$ cat src/rtl/uart_tx_engine.sv
// UART transmit engine: pops one word from a TX FIFO and serialises it as
// start bit, DBIT data bits (LSB first), optional parity bit, and stop period.
// Ports: clk/rst (async, active-high); s_tick 16x baud enable;
//        fifo_empty/fifo_data/fifo_rd FIFO head and pop strobe;
//        tx serial line (registered, idle high); busy; tx_done_tick end of frame.
module uart_tx_engine #(
  parameter int DBIT       = 8,
  parameter int SB_TICK    = 16,
  parameter int PARITY_EN  = 0,
  parameter int PARITY_ODD = 0
) (
  input  logic            clk,
  input  logic            rst,
  input  logic            s_tick,
  input  logic            fifo_empty,
  input  logic [DBIT-1:0] fifo_data,
  output logic            fifo_rd,
  output logic            tx,
  output logic            busy,
  output logic            tx_done_tick
);

  typedef enum logic [2:0] {IDLE, START, DATA, PARITY, STOP} state_t;

  localparam logic [4:0] BIT_LAST  = 5'd15;
  localparam logic [4:0] STOP_LAST = 5'(SB_TICK - 1);
  localparam logic [2:0] DATA_LAST = 3'(DBIT - 1);
  localparam logic       PAR_INV   = (PARITY_ODD != 0);

  state_t          state, state_next;
  logic [4:0]      s_cnt, s_cnt_next;
  logic [2:0]      n_cnt, n_cnt_next;
  logic [DBIT-1:0] b_reg, b_next;
  logic            par_reg, par_next;
  logic            tx_reg, tx_next;
  logic            pop;

  always_ff @(posedge clk or posedge rst) begin
    if (rst) begin
      state   <= IDLE;
      s_cnt   <= '0;
      n_cnt   <= '0;
      b_reg   <= '0;
      par_reg <= 1'b0;
      tx_reg  <= 1'b1;
    end else begin
      state   <= state_next;
      s_cnt   <= s_cnt_next;
      n_cnt   <= n_cnt_next;
      b_reg   <= b_next;
      par_reg <= par_next;
      tx_reg  <= tx_next;
    end
  end

  always_comb begin
    state_next   = state;
    s_cnt_next   = s_tick ? s_cnt + 5'd1 : s_cnt;
    n_cnt_next   = n_cnt;
    b_next       = b_reg;
    par_next     = par_reg;
    pop          = 1'b0;
    tx_done_tick = 1'b0;
    case (state)
      IDLE: begin
        s_cnt_next = '0;
        if (!fifo_empty) begin
          // Word and its parity are captured here, so later changes on
          // fifo_data cannot disturb the frame in flight.
          pop        = 1'b1;
          b_next     = fifo_data;
          par_next   = (^fifo_data) ^ PAR_INV;
          state_next = START;
        end
      end
      START: begin
        if (s_tick && s_cnt == BIT_LAST) begin
          state_next = DATA;
          s_cnt_next = '0;
          n_cnt_next = '0;
        end
      end
      DATA: begin
        if (s_tick && s_cnt == BIT_LAST) begin
          // Bit boundaries inside DATA also restart the tick count.
          s_cnt_next = '0;
          b_next     = b_reg >> 1;
          n_cnt_next = n_cnt + 3'd1;
          if (n_cnt == DATA_LAST)
            state_next = (PARITY_EN != 0) ? PARITY : STOP;
        end
      end
      PARITY: begin
        if (s_tick && s_cnt == BIT_LAST) begin
          state_next = STOP;
          s_cnt_next = '0;
        end
      end
      STOP: begin
        if (s_tick && s_cnt == STOP_LAST) begin
          tx_done_tick = 1'b1;
          state_next   = IDLE;
          s_cnt_next   = '0;
        end
      end
      default: begin
        state_next = IDLE;
        s_cnt_next = '0;
      end
    endcase

    // Line level is decided from the next state so the tx flop changes on
    // the same edge as the state register.
    case (state_next)
      START:   tx_next = 1'b0;
      DATA:    tx_next = b_next[0];
      PARITY:  tx_next = par_next;
      default: tx_next = 1'b1;
    endcase
  end

  // Gated with rst so no pop can escape while reset is held with data waiting.
  assign fifo_rd = pop & ~rst;
  assign tx      = tx_reg;
  assign busy    = (state != IDLE);

endmodule

$ cat config.mk
export PLATFORM = sky130hd
export DESIGN_NAME = uart_tx_engine
export DESIGN_NICKNAME = d
export VERILOG_FILES = /design/src/rtl/uart_tx_engine.sv
export SDC_FILE = /design/constraint.sdc
export NUM_CORES = 1
export LEC_CHECK = 0
export ABC_AREA = 1
export CORE_MARGIN = 5
export CORE_UTILIZATION = 35
export DETAILED_ROUTE_END_ITERATION = 12
export GPL_TIMING_DRIVEN = 0
export PLACE_DENSITY_LB_ADDON = 0.25
export REMOVE_ABC_BUFFERS = 1
export SLEW_MARGIN = 15
export SYNTH_ARGS = -nofsm -noshare
export SYNTH_HDL_FRONTEND = slang
export SYNTH_SLANG_ARGS = --single-unit
$ cat constraint.sdc
create_clock -name clk -period 1.95 [get_ports clk]
set_input_delay 0.2925 -clock clk [delete_from_list [all_inputs] [get_ports clk]]
set_output_delay 0.2925 -clock clk [all_outputs]
set_load 0.01 [all_outputs]
==> results by group <==
Routing
  • Initial drt markers: 60
  • DRC violations left: 0
  • Drt total wl: 2.58 mm
  • Detail Route Antenna Nets: 0
  • Via density: 4.68
  • Routed wire per std cell: 10.8 um
  • Pre-antenna DRT Iters: 4
  • Via total after detailed routing: 1,118

STA
  • Fin crit share: 0.922
  • Slew @ Worst Pin: 0.788 ns
  • Rel. slew slack: 0.474
  • Maximum clock frequency: 0.556 GHz
  • Clk_skew: 0.00667 ns
  • Final Max Tran Viols: 0
  • Tmin final: 1.80 ns
  • Fin. Hold Viols: 0
  • Final TNS setup: 0 ns
  • Final setup fails: 0
  • RSZ-0062 raised after global routing: false

Pwr
  • Pwr dens: 998 mW/mm^2
  • Sw Ratio: 0.386
  • NetSw: 619 uW
  • Clock share of power: 0.176
  • Leakage: 0.841 nW
  • Power Total: 1.60 mW
  • Share of power burned in registers: 0.425
  • Maximum VDD drop: 344 uV
  • Internal power: 985 uW
  • Combinational group share of total power: 0.399

CTS
  • CTS Hold Buffers Added: 0
  • Root Buffer: clkbuf_8
  • CTS tree: done
  • CTS H-tree depth: 1
  • Clk sinks: 21
  • Worst skew pair latency: 0.26 ns
  • Register clock-pin slew on the reported worst setup and hold paths: 0.08 ns
  • Clock Path Buffers: 2
  • Num CTS Buffers: 3

Worst hold path
  • Hold_sp: b_reg[6]$_DFFE_PP0P_
  • Hold Path End: b_reg[6]$_DFFE_PP0P_
  • Hold/Removal Path Class: reg2reg
  • Cell depth of the worst hold path: 2

Logic synthesis
  • Mapped Area: 0.00135 mm^2
  • Synth area leader: dfrtp_1
  • Most area-consuming cells after synthesis: dfrtp_1 37%, nand2_1 16%, inv_1 6.1%
  • Cell count after synthesis: 171
  • Top cell type's share of synthesized area: 0.372
  • Top FF cell, synth: dfrtp_1
  • Synth Register Bits: 21
  • Post-synthesis async set-or-reset flop share: 1.00
  • Seq/Total Area, Yosys: 0.391
  • Yosys cell types: 29
  • Synthesized area per cell: 7.87 um^2
  • Yosys warns: 0
  • Post-synth EDFFs: 0

Cells and area
  • Most frequent cells in the layout: 59 x nand2_1, 22 x inv_1, 20 x dfrtp_1, 13 x clkdlybuf4s50_1, 10 x nand2_2
  • Fillers: 397
  • Final nets: 207
  • Share of cells above drive strength 1: 0.204
  • Final core occ: 0.436
  • # diodes: 0
  • Commonest non-fill, non-tap cell in the layout: nand2_1
  • Max reg flops: 8
  • Fin cells: 239
  • Fin area: 0.00161 mm^2
  • Area growth from synthesis to final layout: 19.4%

Critical path
  • Worst EP required: 1.66 ns
  • Endpoint class of the critical path: primary output
  • Crit-path max cell delay: 0.42 ns
  • Max stage delay cell, worst path: dfrtp_1
  • Crit-path cells: nor2_4 > nand2_2 > nor2_8 > inv_6 > nor2_1 > dlygate4sd2_1
  • Arrival @ worst endpoint: 1.51 ns
  • FF-to-FF Start: s_cnt[0]$_DFFE_PP0P_
  • Critical path type: reg2out
  • Register-to-register setup slack: 0.53 ns
  • Crit Path Max Fanout: 6
  • Worst Reg-to-Reg Cells: 10
  • Reg2reg end: b_reg[3]$_DFFE_PP0P_
  • CP Launch Type: flip-flop

Global route
  • Global-route wire length before repair: 4.75 mm
  • Largest net degree at the start of global routing: 22
  • Vias in the first global route: 1,139
  • GRT Residual Overflow: 0
  • Total GRT Usage: 0.116
  • Initial antenna violation count: 0

Floorplanning
  • DIE AREA: 0.00519 mm^2
  • FP Rows: 22
  • Die H: 72.0 um
  • Initial core utilization: 0.365
  • IO Pins: 16
  • Die Width: 72.0 um
  • Core area: 0.00369 mm^2

Placement
  • Placed inst area: 0.00156 mm^2
  • Placer congestion estimate: 0.743
  • Port bufs: 15
  • Inst Count DP: 234
  • Placed wire-length estimate: 2.05 mm

Flow run
  • Max-Cap Viols: 0

Run status
  • Outcome: completed
==> metrics by stage <==
step                hold WS [ns]  setup WS [ns]
floorplan                  0.268          0.621
global placement           0.470         -0.102
detailed placement         0.476         -0.111
CTS                        0.500          0.117
global route               0.540         0.0623
finish                     0.497          0.152
==> synthesized netlist by cell type, types with 2 or more instances <==
cell type and count:
nand2_1 59, a22o_1 2, nand3_1 6, o21ai_1 4, nor2_4 3, inv_1 22, nand2_4 2, nor2_1 8
nand3_2 4, o221ai_2 2, o21ai_0 3, ha_1 3, inv_2 6, nand2_2 10, a22oi_1 4, dfrtp_1 20
==> critical path, delay by kind of cell (launching register included) <==
family                 cells  cell delay, ns
buffers and inverters      2            0.34
AND/OR/NAND/NOR            4            0.48
flip-flops                 1            0.42
==> metal layers <==
metal,wire length (um),global-route usage,vias up
met1,1190,0.138,515
met4,30,0.0564,0
met5,0,0,-
met3,80,0.0166,4
met2,1280,0.203,22
li1,-,-,577
==> cells by family (layout without fill, tap and decap cells) <==
logic type,count (synthesis),in the layout,share of synthesized area
compound gates,19,19,0.104
simple gates,97,97,0.379
xor+xnor,1,1,0.00651
buf+inv,30,50,0.0911
flops,21,21,0.391
fa+ha+maj,3,3,0.0279
==> what timing repair did <==
action | CTS | global route
endpoints found under the setup margin | 2 | 0
gates resized for setup | 2 | 0
buffers inserted | 1 | 0
==> cell type report <==
| cell class | count | area (um^2) | area share |
|---|---|---|---|
| Tap cell | 48 | 60.1 | 0.0374 |
| Timing Repair Buffer | 16 | 155 | 0.0965 |
| Inverter | 30 | 123 | 0.0763 |
| Multi-Input combinational cell | 120 | 697 | 0.433 |
| Sequential cell | 21 | 527 | 0.328 |
| Clock buffer | 3 | 41.3 | 0.0257 |
| Clock inverter | 1 | 5.00 | 0.00311 |
==> worst max path at each step <==
stage	startpoint	end	slack, ns
2_1_floorplan	state[2]$_DFF_PP0_	fifo_rd	0.62
3_3_place_gp	s_tick	tx_done_tick	-0.10
3_5_place_dp	s_tick	tx_done_tick	-0.11
4_1_cts	state[2]$_DFF_PP0_	fifo_rd	0.12
5_1_grt	state[0]$_DFF_PP0_	fifo_rd	0.06
6_report	state[2]$_DFF_PP0_	fifo_rd	0.15
==> power by group through the flow <==
stage          sequential (mW)  combinational (mW)  clock (mW)
2_1_floorplan            0.668               0.491           0
3_3_place_gp             0.683               0.612           0
3_5_place_dp             0.689               0.641           0
4_1_cts                  0.684               0.651       0.292
5_1_grt                  0.704               0.731       0.314
6_report                 0.682               0.640       0.282
(Power assumes the default switching activity.)
